File: src/rtl/irq_source_pkg.sv
// Shared types and sizes for the interrupt request generator.
// Defines the per-channel handshake state encoding and the served-request adder.
package irq_source_pkg;

   localparam int IRQ_CHANNELS = 3;
   localparam int SERVED_W     = 16;

   typedef enum logic [1:0] {
      ST_IDLE  = 2'b00,
      ST_REQ   = 2'b01,
      ST_SERVE = 2'b10
   } irq_state_t;

   // Number of channels accepted by the CPU in one cycle, widened for the counter.
   function automatic logic [SERVED_W-1:0] served_inc(input logic [IRQ_CHANNELS-1:0] v);
      served_inc = '0;
      for (int i = 0; i < IRQ_CHANNELS; i++) begin
         served_inc = served_inc + SERVED_W'(v[i]);
      end
   endfunction

endpackage

File: src/rtl/irq_debounce.sv
// One button channel: 2-flop synchronizer, optional debouncer (IRQ_SOURCE_DEBOUNCE_EN), press pulse.
// o_press is a one-cycle pulse on an accepted 0->1 level change; releases produce nothing.
module irq_debounce #(
   parameter int DEBOUNCE_CYCLES = 20
) (
   input  logic i_clk,
   input  logic i_clr,
   input  logic i_btn,
   output logic o_press
);

   logic r_s0;
   logic r_s1;
   logic r_stable;

   if (DEBOUNCE_CYCLES < 1 || DEBOUNCE_CYCLES > 65535) begin : g_bad_debounce_cycles
      $error("irq_debounce: DEBOUNCE_CYCLES out of range 1..65535");
   end

`ifdef IRQ_SOURCE_DEBOUNCE_EN
   localparam logic [15:0] CNT_LAST = 16'(DEBOUNCE_CYCLES - 1);

   logic [15:0] r_cnt;
   logic        r_stable_d;

   // A level is accepted once s1 has disagreed with stable for DEBOUNCE_CYCLES cycles in a row.
   always_ff @(posedge i_clk) begin
      if (!i_clr) begin
         r_s0       <= 1'b0;
         r_s1       <= 1'b0;
         r_stable   <= 1'b0;
         r_stable_d <= 1'b0;
         r_cnt      <= '0;
      end else begin
         r_s0       <= i_btn;
         r_s1       <= r_s0;
         r_stable_d <= r_stable;
         if (r_s1 != r_stable) begin
            if (r_cnt == CNT_LAST) begin
               r_stable <= r_s1;
               r_cnt    <= '0;
            end else begin
               r_cnt <= r_cnt + 16'd1;
            end
         end else begin
            r_cnt <= '0;
         end
      end
   end

   assign o_press = r_stable & ~r_stable_d;
`else
   always_ff @(posedge i_clk) begin
      if (!i_clr) begin
         r_s0     <= 1'b0;
         r_s1     <= 1'b0;
         r_stable <= 1'b0;
      end else begin
         r_s0     <= i_btn;
         r_s1     <= r_s0;
         r_stable <= r_s1;
      end
   end

   // Without filtering the edge is taken straight off s1 so the FSM sees it one cycle sooner.
   assign o_press = r_s1 & ~r_stable;
`endif

endmodule

File: src/rtl/irq_source.sv
// Turns button presses into held CPU interrupt requests with a one-deep queue per channel.
// Debouncing is enabled by defining IRQ_SOURCE_DEBOUNCE_EN; otherwise every synchronized rise is a press.
module irq_source
   import irq_source_pkg::*;
#(
   parameter int DEBOUNCE_CYCLES = 20
) (
   input  logic                    clk,
   input  logic                    clr,
   input  logic [IRQ_CHANNELS-1:0] btn,
   input  logic [IRQ_CHANNELS-1:0] running,
   output logic [IRQ_CHANNELS-1:0] irq,
   output logic [IRQ_CHANNELS-1:0] pending,
   output logic [IRQ_CHANNELS-1:0] dropped,
   output logic [SERVED_W-1:0]     served_count
);

   logic [IRQ_CHANNELS-1:0] w_press;
   irq_state_t              r_state     [IRQ_CHANNELS];
   irq_state_t              w_state_nxt [IRQ_CHANNELS];

   logic [IRQ_CHANNELS-1:0] w_irq_nxt;
   logic [IRQ_CHANNELS-1:0] w_pend_nxt;
   logic [IRQ_CHANNELS-1:0] w_drop_nxt;
   logic [IRQ_CHANNELS-1:0] w_serve;

   logic [IRQ_CHANNELS-1:0] r_irq;
   logic [IRQ_CHANNELS-1:0] r_pending;
   logic [IRQ_CHANNELS-1:0] r_dropped;
   logic [SERVED_W-1:0]     r_served_count;

   for (genvar g = 0; g < IRQ_CHANNELS; g++) begin : g_chan
      irq_debounce #(
         .DEBOUNCE_CYCLES (DEBOUNCE_CYCLES)
      ) u_debounce (
         .i_clk   (clk),
         .i_clr   (clr),
         .i_btn   (btn[g]),
         .o_press (w_press[g])
      );
   end

   always_ff @(posedge clk) begin
      for (int c = 0; c < IRQ_CHANNELS; c++) begin
         if (!clr) begin
            r_state[c] <= ST_IDLE;
         end else begin
            r_state[c] <= w_state_nxt[c];
         end
      end
   end

   always_comb begin
      for (int c = 0; c < IRQ_CHANNELS; c++) begin
         w_state_nxt[c] = r_state[c];
         case (r_state[c])
            ST_IDLE:  if (w_press[c] || r_pending[c]) w_state_nxt[c] = ST_REQ;
            ST_REQ:   if (running[c])                 w_state_nxt[c] = ST_SERVE;
            ST_SERVE: if (!running[c])                w_state_nxt[c] = ST_IDLE;
            default:                                  w_state_nxt[c] = ST_IDLE;
         endcase
      end
   end

   // Leaving IDLE consumes the queued request; a press landing on that same cycle takes its place.
   always_comb begin
      w_irq_nxt  = '0;
      w_pend_nxt = r_pending;
      w_drop_nxt = r_dropped;
      w_serve    = '0;
      for (int c = 0; c < IRQ_CHANNELS; c++) begin
         w_irq_nxt[c] = (w_state_nxt[c] == ST_REQ);
         w_serve[c]   = (r_state[c] == ST_REQ) && running[c];
         if (r_state[c] == ST_IDLE) begin
            w_pend_nxt[c] = w_press[c] & r_pending[c];
         end else if (w_press[c]) begin
            if (r_pending[c]) begin
               w_drop_nxt[c] = 1'b1;
            end else begin
               w_pend_nxt[c] = 1'b1;
            end
         end
      end
   end

   always_ff @(posedge clk) begin
      if (!clr) begin
         r_irq          <= '0;
         r_pending      <= '0;
         r_dropped      <= '0;
         r_served_count <= '0;
      end else begin
         r_irq          <= w_irq_nxt;
         r_pending      <= w_pend_nxt;
         r_dropped      <= w_drop_nxt;
         r_served_count <= r_served_count + served_inc(w_serve);
      end
   end

   assign irq          = r_irq;
   assign pending      = r_pending;
   assign dropped      = r_dropped;
   assign served_count = r_served_count;

endmodule

File: config.mk
export PLATFORM = sky130hd
export DESIGN_NAME = irq_source
export DESIGN_NICKNAME = d
export VERILOG_FILES = /design/src/rtl/irq_source_pkg.sv /design/src/rtl/irq_debounce.sv /design/src/rtl/irq_source.sv
export SDC_FILE = /design/constraint.sdc
export NUM_CORES = 1
export LEC_CHECK = 0
export CORE_MARGIN = 5
export CORE_UTILIZATION = 25
export DETAILED_ROUTE_END_ITERATION = 16
export GPL_TIMING_DRIVEN = 0
export HOLD_SLACK_MARGIN = 0.12
export PLACE_DENSITY = 0.56
export SYNTH_ARGS = -nofsm -noshare
export SYNTH_HDL_FRONTEND = slang
export SYNTH_SLANG_ARGS = --single-unit
File: constraint.sdc
create_clock -name clk -period 2.1 [get_ports clk]
set_clock_uncertainty 0.05 [all_clocks]
set_input_delay 0.21 -clock clk [delete_from_list [all_inputs] [get_ports clk]]
set_output_delay 0.21 -clock clk [all_outputs]
set_load 0.005 [all_outputs]
# Yosys cells after proc, flatten, opt, wreduce, memory -nomap -nowiden
# Memories as Yosys holds them, arrays and structs flattened.
# Index checks and enable logic that the tools add are counted.
# Widths: inputs -> output; s select.
dict set report totals {
  regBits 34
  ramBits 6
  output_inout_bits 25
  elab_cells 83
  n_memories 1
}
# memory words width read_ports rd_clocked_by_memory_dff wr line_no
set memory_table {}
lappend memory_table {r_state 3 2 3 0 3 irq_source.sv:19} ;# irq_state_t r_state [IRQ_CHANNELS];
dict set report classes {
  add_sub_neg 3
  eq_ne 9
  mux 23
  bitwise 15
  n_reduce_logical 15
}
# operator count
set op_table {}
lappend op_table {{$mux 2} 12}
lappend op_table {{$pmux 2 s3} 3}
lappend op_table {{$add 16x3->16} 1}
lappend op_table {{$eq 2x1->1 const B} 6}
lappend op_table {{$reduce_and 3->1} 3}
lappend op_table {{$mux 1} 8}
lappend op_table {{$and 1x1->1} 6}
lappend op_table {{$eq 2x2->1 const B} 3}
lappend op_table {{$logic_not 2->1} 3}
lappend op_table {{$not 1->1} 6}
lappend op_table {{$reduce_bool 2->1} 3}
lappend op_table {{$add 2x1->3} 1}
lappend op_table {{$logic_and 1x1->1} 3}
lappend op_table {{$logic_or 1x1->1} 3}
lappend op_table {{$or 1x1->1} 3}
lappend op_table {{$add 1x1->2} 1}

# Longest topological paths before layout
# Gate-level depths: netlist (run 1).
dict set report depth {
  depth_word 6
  mapped_depth 9
  ltp_nobuf 9
}

# Cells and area by module
# A second synthesis (run 1) with hierarchy kept.
dict set report unflattened {
  hier_cells 160
  area_unflattened_um2 1594.0
}
# module instances cells_per_inst area_per_inst_um2
set modules_own_cells {}
lappend modules_own_cells {irq_source 1 139 1316.3}
lappend modules_own_cells {irq_debounce 3 7 92.6}

# Least setup slack after synthesis (run 1)
# OpenSTA, ideal clock, no wires.
dict set report synth_timing {
  path_kind {flip-flop to flip-flop}
  from {mem r_state[0][1] (netlist name)}
  to {reg r_served_count[12], in the netlist served_count[12]}
  setup_time_ps 128
  arrival_time_ps 2123
  required_ps 1922
  path_slack_ps -200
  stages_incl_launch_ff 10
  path_buffers 0
  synth_period_minus_slack_ps 2300
  cell_sequence {dfxtp_1 nand3b_1 fa_1 inv_1 ha_1 fa_1 and2_1 nand4_1 xor2_1 nor2_1}
}
# item line_no
set synth_lines {}
lappend synth_lines {{start, declared} irq_source.sv:19}
lappend synth_lines {{end signal, assigned} irq_source.sv:96} ;# r_served_count <= r_served_count + served_inc(w_serve);
lappend synth_lines {{end, declared} irq_source.sv:30} ;# logic [SERVED_W-1:0] r_served_count;

==> impl_metrics.env, run 1 <==
export IMPL_timing_fmax_ghz=0.4381
export IMPL_ys_dominant_reg_cell="dfxtp_1"
export IMPL_drv_slew=0
export IMPL_cts_sinks=40
export IMPL_ys_types=31
export IMPL_drc_errors=0
export IMPL_syn_avg_cell_area_um2=9.913
export IMPL_r2r_slack_ps=-180
export IMPL_cp_max_fo=4
export IMPL_multi_input_area_um2=764.5
export IMPL_syn_inst=155
export IMPL_postRouteAntennaNets=0
export IMPL_first_global_vias=1200
export IMPL_worstPathArrival_ps=2400
export IMPL_cts_tree="built"
export IMPL_htreeDepth=2
export IMPL_max_stage_delay_ps=530
export IMPL_drv_cap=0
export IMPL_avgRoutedWirePerCell_um=12.07
export IMPL_layout_drive_gt1_share_pct=16.58
export IMPL_hold_path_end="r_state[0][0]"
export IMPL_synth_area_leaders="dfxtp_1 52%, xor2_1 6.3%, and2_1 4.9%"
export IMPL_insertion_delay_ps=290
export IMPL_dp_slack_ps=-603.7
export IMPL_clk_pin_slew_worst_paths_ps=80
export IMPL_final_nets=210
export IMPL_setup_ws_ps=-182.4
export IMPL_boundaryPins=33
export IMPL_hold_violations=0
export IMPL_hp_start="running[0]"
export IMPL_whs_path_depth=2
export IMPL_r2r_end="served_count[12]"
export IMPL_cts_root_buf="clkbuf_8"
export IMPL_dp_cells=262
export IMPL_final_common_cell="dfxtp_1"
export IMPL_syn_num_nets=167
export IMPL_synth_edff_count=0
export IMPL_hp_class="in -> reg"
export IMPL_required_ps=2220
export IMPL_worstSetupPathType="reg -> reg"
export IMPL_violations="setup timing"
export IMPL_insertedDiodeCount=0
export IMPL_yosysSeqAreaShare_pct=52.12
export IMPL_p_per_area_mw_per_mm2=653.8
export IMPL_drtIter0Drc=30
export IMPL_async_flop_share_pct=0
export IMPL_relSlewSlack_pct=65.60
export IMPL_cp_slowest_cell="fa_1"
export IMPL_num_vias=1216
export IMPL_vdd_drop_max_mv=0.2123
export IMPL_grt_overflow=0
export IMPL_grt_max_degree=12
export IMPL_min_period_over_period_pct=108.7
export IMPL_cts_buffers=5
export IMPL_reg2reg_depth=9
export IMPL_r2r_start="r_state[2][1]"
export IMPL_critPathLaunchType="flop"
export IMPL_start_util_pct=25.80
export IMPL_design_core_area_mm2=0.005956
export IMPL_cp_cell_sequence="nand3b_1, fa_1, inv_1, ha_2, fa_2, and2_4, nand4_1, xor2_1, nor2_1"
export IMPL_finalNonFillerCells=274
export IMPL_rsz0062_at_grt="true"
export IMPL_grt_antenna_before_repair=0
export IMPL_yosys_area_top_type="dfxtp_1"
export IMPL_synth_top_area_share_pct=52.12
export IMPL_register_area_um2=808.3
export IMPL_final_min_clock_period_ps=2282
export IMPL_setup_viol_count_final=11
export IMPL_drt_wl_total_um=3306
export IMPL_gr_usage_all_layers_pct=9.340
export IMPL_dieWidth_um=88.40
export IMPL_ys_warn_count=0
export IMPL_layout_common_cells="36 x dfxtp_1, 30 x clkdlybuf4s50_1, 16 x nor2_1, 11 x xor2_1, 11 x and2_1"
export IMPL_end_kind="flop"
export IMPL_drt_pre_antenna_iters=4
export IMPL_rows=28
export IMPL_power_leakage_uw=0.0008013
export IMPL_n_fill_cell=638
export IMPL_syn_to_final_growth_pct=39.17
export IMPL_syn_cell_area_mm2=0.001536
export IMPL_dp_hpwl_um=2329
export IMPL_vias_per_cell=4.438
export IMPL_tns_ps=-1225
export IMPL_ys_ff_latch=40
export IMPL_gp_congestion=0.7109
export IMPL_die_area_mm2=0.007814
export IMPL_chipHeight_um=88.40
export IMPL_outcome="finished with violations"
export IMPL_grt_first_pass_wirelength_um=5547
export IMPL_clockBufferDepth=2
export IMPL_numPortBuffers=32
export IMPL_worst_slew_pin_slew_ps=515.9
cell usage after synthesis (all sizes together) (4+ instances only):
cell type	number
o21ai	5
a2111oi	4
nor2	16
nand4	7
nor3	5
a21oi	5
nand2	10
and2	12
xor2	11
dfxtp	40
power by group:
group	internal [uW]	switching (uW)	leakage (uW)
registers	778	12.1	0.000327
clock network	268	249	0.0000455
logic	48.2	42.0	0.000429
logic make-up after synthesis:
logic type	count (synthesis)	share of synthesized area, %
simple gates	70	25.24
flops	40	52.12
compound gates	20	8.225
xor+xnor	14	7.981
buf+inv	7	2.199
fa+ha+maj	4	4.234
worst max-delay path: cells and delay by family (launching register included):
family | cells | cell delay [ps]
fa+ha+maj | 3 | 1060
simple gates | 4 | 550
xor+xnor | 1 | 140
flops | 1 | 320
buf+inv | 1 | 40
layout make-up:
class                      instances  area share, %
timing repair buffer              36          16.27
tap                               75          4.389
multi-input combinational        108          35.75
inverter                           4         0.7022
clock buffer                       8          4.213
sequential                        40          37.80
buffer                             3         0.8777
registers in the layout (all words and copies together) (netlist names):
signal,flops
served_count,16
r_state,6
dropped,3
g_chan.u_debounce.r_s0,3
g_chan.u_debounce.r_s1,3
g_chan.u_debounce.r_stable,3
irq,3
pending,3
metrics by stage:
step	hold slack (ps)	utilization [%]	total power, uW	instance area [um2]
after CTS	249.3	35.42	1424	2110
after floorplan	267.2	-	853.0	1553
after global routing	276.4	35.90	1471	2138
final	261.4	35.90	1398	2138
after global placement	366.4	33.03	899.0	1967
after detailed placement	370.3	33.03	899.5	1967
metal layers:
layer | track usage [%] | vias to the layer above | part of all wire [%]
met3 | 3.818 | 8 | 5.4
met2 | 13.94 | 26 | 44
met4 | 3.571 | 0 | 1.8
met1 | 12.08 | 558 | 49
li1 | - | 624 | -
met5 | 0 | - | 0
worst max path at each step:
stage	from	end	slack, ps	cells past startpoint
6_report	r_state[2][1]	served_count[12]	-180	9
5_1_grt	r_state[2][1]	served_count[10]	-320	10
4_1_cts	r_state[2][1]	served_count[12]	-190	9
3_5_place_dp	running[2]	served_count[12]	-600	10
3_3_place_gp	running[2]	served_count[12]	-580	10
2_1_floorplan	r_state[2][1]	served_count[12]	-100	9
what timing repair did:
item,4_1_cts,5_1_grt
setup endpoints to repair,10,14
resized for setup,8,7
setup buffers,4,0
pin swaps,7,2
hold buffers,0,0
Note: power is estimated with default switching activity, not from simulation.
==> run 2: changes to the inputs <==
--- a/config.mk
+++ b/config.mk
@@ -7,9 +7,9 @@
 export LEC_CHECK = 0
 export CORE_MARGIN = 5
-export CORE_UTILIZATION = 25
+export CORE_UTILIZATION = 44
 export DETAILED_ROUTE_END_ITERATION = 16
 export GPL_TIMING_DRIVEN = 0
 export HOLD_SLACK_MARGIN = 0.12
-export PLACE_DENSITY = 0.56
+export PLACE_DENSITY = 0.82
 export SYNTH_ARGS = -nofsm -noshare
 export SYNTH_HDL_FRONTEND = slang
==> constraint.sdc (replaced) <==
create_clock -name clk -period 2.1 [get_ports clk]
set_clock_uncertainty 0.05 [all_clocks]
set_input_delay 0.42 -clock clk [delete_from_list [all_inputs] [get_ports clk]]
set_output_delay 0.42 -clock clk [all_outputs]
set_load 0.005 [all_outputs]
==> run 2 against run 1 <==
  * The flow still finishes with violations (setup timing)
  * Non-clock buffer count is the same
  * Sequential share of layout area up 1.2 points
  * Maximum frequency down 2.5%
  * Global-route usage rose by 4.6 points
  * Power is 8.2% lower
  * Core utilization increased by 26 points
  * Combinational power increased by 8.6%
  * Via count up 1.5%
  * Critical endpoint is now served_count[6]
  * Largest cell class unchanged
==> impl_metrics.env, run 2 (synthesized netlist as in run 1, its figures left out) <==
export IMPL_outcome="finished with violations"
export IMPL_violations="setup timing"
export IMPL_p_per_area_mw_per_mm2=617.8
export IMPL_cts_buffers=5
export IMPL_insertion_delay_ps=340
export IMPL_worst_slew_pin_slew_ps=494.0
export IMPL_clockBufferDepth=2
export IMPL_drv_slew=0
export IMPL_cts_root_buf="clkbuf_4"
export IMPL_drv_cap=0
export IMPL_final_min_clock_period_ps=2342
export IMPL_dp_hpwl_um=2325
export IMPL_required_ps=2290
export IMPL_drt_wl_total_um=3356
export IMPL_cts_sinks=40
export IMPL_drt_pre_antenna_iters=4
export IMPL_drtIter0Drc=18
export IMPL_design_core_area_mm2=0.003363
export IMPL_hp_class="reg -> reg"
export IMPL_layout_drive_gt1_share_pct=16.08
export IMPL_cts_tree="built"
export IMPL_final_common_cell="dfxtp_1"
export IMPL_dp_cells=233
export IMPL_insertedDiodeCount=0
export IMPL_postRouteAntennaNets=0
export IMPL_rows=21
export IMPL_end_kind="flop"
export IMPL_worstPathArrival_ps=2530
export IMPL_vias_per_cell=5.037
export IMPL_start_util_pct=45.68
export IMPL_grt_first_pass_wirelength_um=5402
export IMPL_setup_ws_ps=-241.5
export IMPL_syn_to_final_growth_pct=35.18
export IMPL_critPathLaunchType="flop"
export IMPL_numPortBuffers=32
export IMPL_gp_congestion=0.7627
export IMPL_worstSetupPathType="reg -> reg"
export IMPL_power_leakage_uw=0.0007985
export IMPL_grt_antenna_before_repair=0
export IMPL_setup_viol_count_final=11
export IMPL_gr_usage_all_layers_pct=13.94
export IMPL_timing_fmax_ghz=0.4271
export IMPL_boundaryPins=33
export IMPL_whs_path_depth=1
export IMPL_vdd_drop_max_mv=0.4980
export IMPL_first_global_vias=1242
export IMPL_htreeDepth=2
export IMPL_layout_common_cells="35 x dfxtp_1, 30 x clkdlybuf4s50_1, 16 x nor2_1, 11 x xor2_1, 11 x and2_1"
export IMPL_chipHeight_um=69.10
export IMPL_reg2reg_depth=9
export IMPL_dieWidth_um=69.10
export IMPL_final_nets=210
export IMPL_clk_pin_slew_worst_paths_ps=110
export IMPL_drc_errors=0
export IMPL_die_area_mm2=0.004774
export IMPL_largest_reg_flops=16
export IMPL_min_period_over_period_pct=111.5
export IMPL_cp_max_fo=4
export IMPL_dp_slack_ps=-828.2
export IMPL_finalNonFillerCells=245
export IMPL_relSlewSlack_pct=67.06
export IMPL_avgRoutedWirePerCell_um=13.70
export IMPL_grt_max_degree=12
export IMPL_grt_overflow=0
export IMPL_num_vias=1234
export IMPL_hold_violations=0
export IMPL_rsz0062_at_grt="true"
-- run 2: cell counts in the layout (fill, tap and decap cells not counted) --
Identical to the previous run, type by type.
-- run 2: cell type report --
type	instances	area, um2
Fill cell	312	1286
Sequential cell	40	809.5
Multi-Input combinational cell	108	765.7
Timing Repair Buffer	36	351.6
Clock buffer	8	58.81
Tap cell	46	57.56
Buffer	3	18.77
Inverter	4	15.01
-- run 2: final timing paths --
path,from,end,slack [ps]
setup reg to reg,r_state[2][1],served_count[6],-240
setup / recovery,r_state[2][1],served_count[6],-240
hold reg to reg,g_chan[0].u_debounce.r_s0,g_chan[0].u_debounce.r_s1,390
hold / removal,g_chan[0].u_debounce.r_s0,g_chan[0].u_debounce.r_s1,390
-- run 2: per-layer routing --
layer | wire (um) | vias to the layer above | global-route usage [%]
met5 | 0 | - | 0
met3 | 170 | 10 | 5.378
met4 | 127 | 0 | 6.508
met2 | 1613 | 30 | 23.41
li1 | - | 625 | -
met1 | 1445 | 569 | 15.41
-- run 2: worst max-delay path, cell delays in order (launching register included) --
cell      delay (ps)
dfxtp_2          340
nand3b_1         190
fa_1             550
inv_2             50
ha_4             160
fa_2             390
and2_4           190
nand4_1          100
xor2_1           160
nor2_1            60
-- run 2: repair_timing --
| item | CTS | global route |
|---|---|---|
| gates resized for setup | 6 | 13 |
| setup endpoints to repair | 15 | 15 |
| hold endpoints to repair | 0 | 0 |
| pin swaps | 6 | 5 |
| hold buffers | 0 | 0 |
| buffers inserted | 3 | 1 |
-- run 2: where the power goes --
group | switching, uW | internal [uW]
combinational | 47.0 | 51.0
clock | 228 | 165
sequential | 13.1 | 779
total | 288 | 995
-- run 2: stage by stage --
stage | setup TNS [ps] | util (%) | power, uW | hold slack, ps | area (um2)
floorplan | -465.6 | - | 852.6 | 361.9 | 1550
global placement | -8825 | 57.33 | 895.0 | 364.5 | 1928
detailed placement | -10030 | 57.33 | 900.0 | 372.5 | 1928
CTS | -1574 | 60.04 | 1294 | 399.4 | 2019
global route | -2598 | 61.76 | 1349 | 410.8 | 2077
finish | -1562 | 61.76 | 1283 | 393.8 | 2077
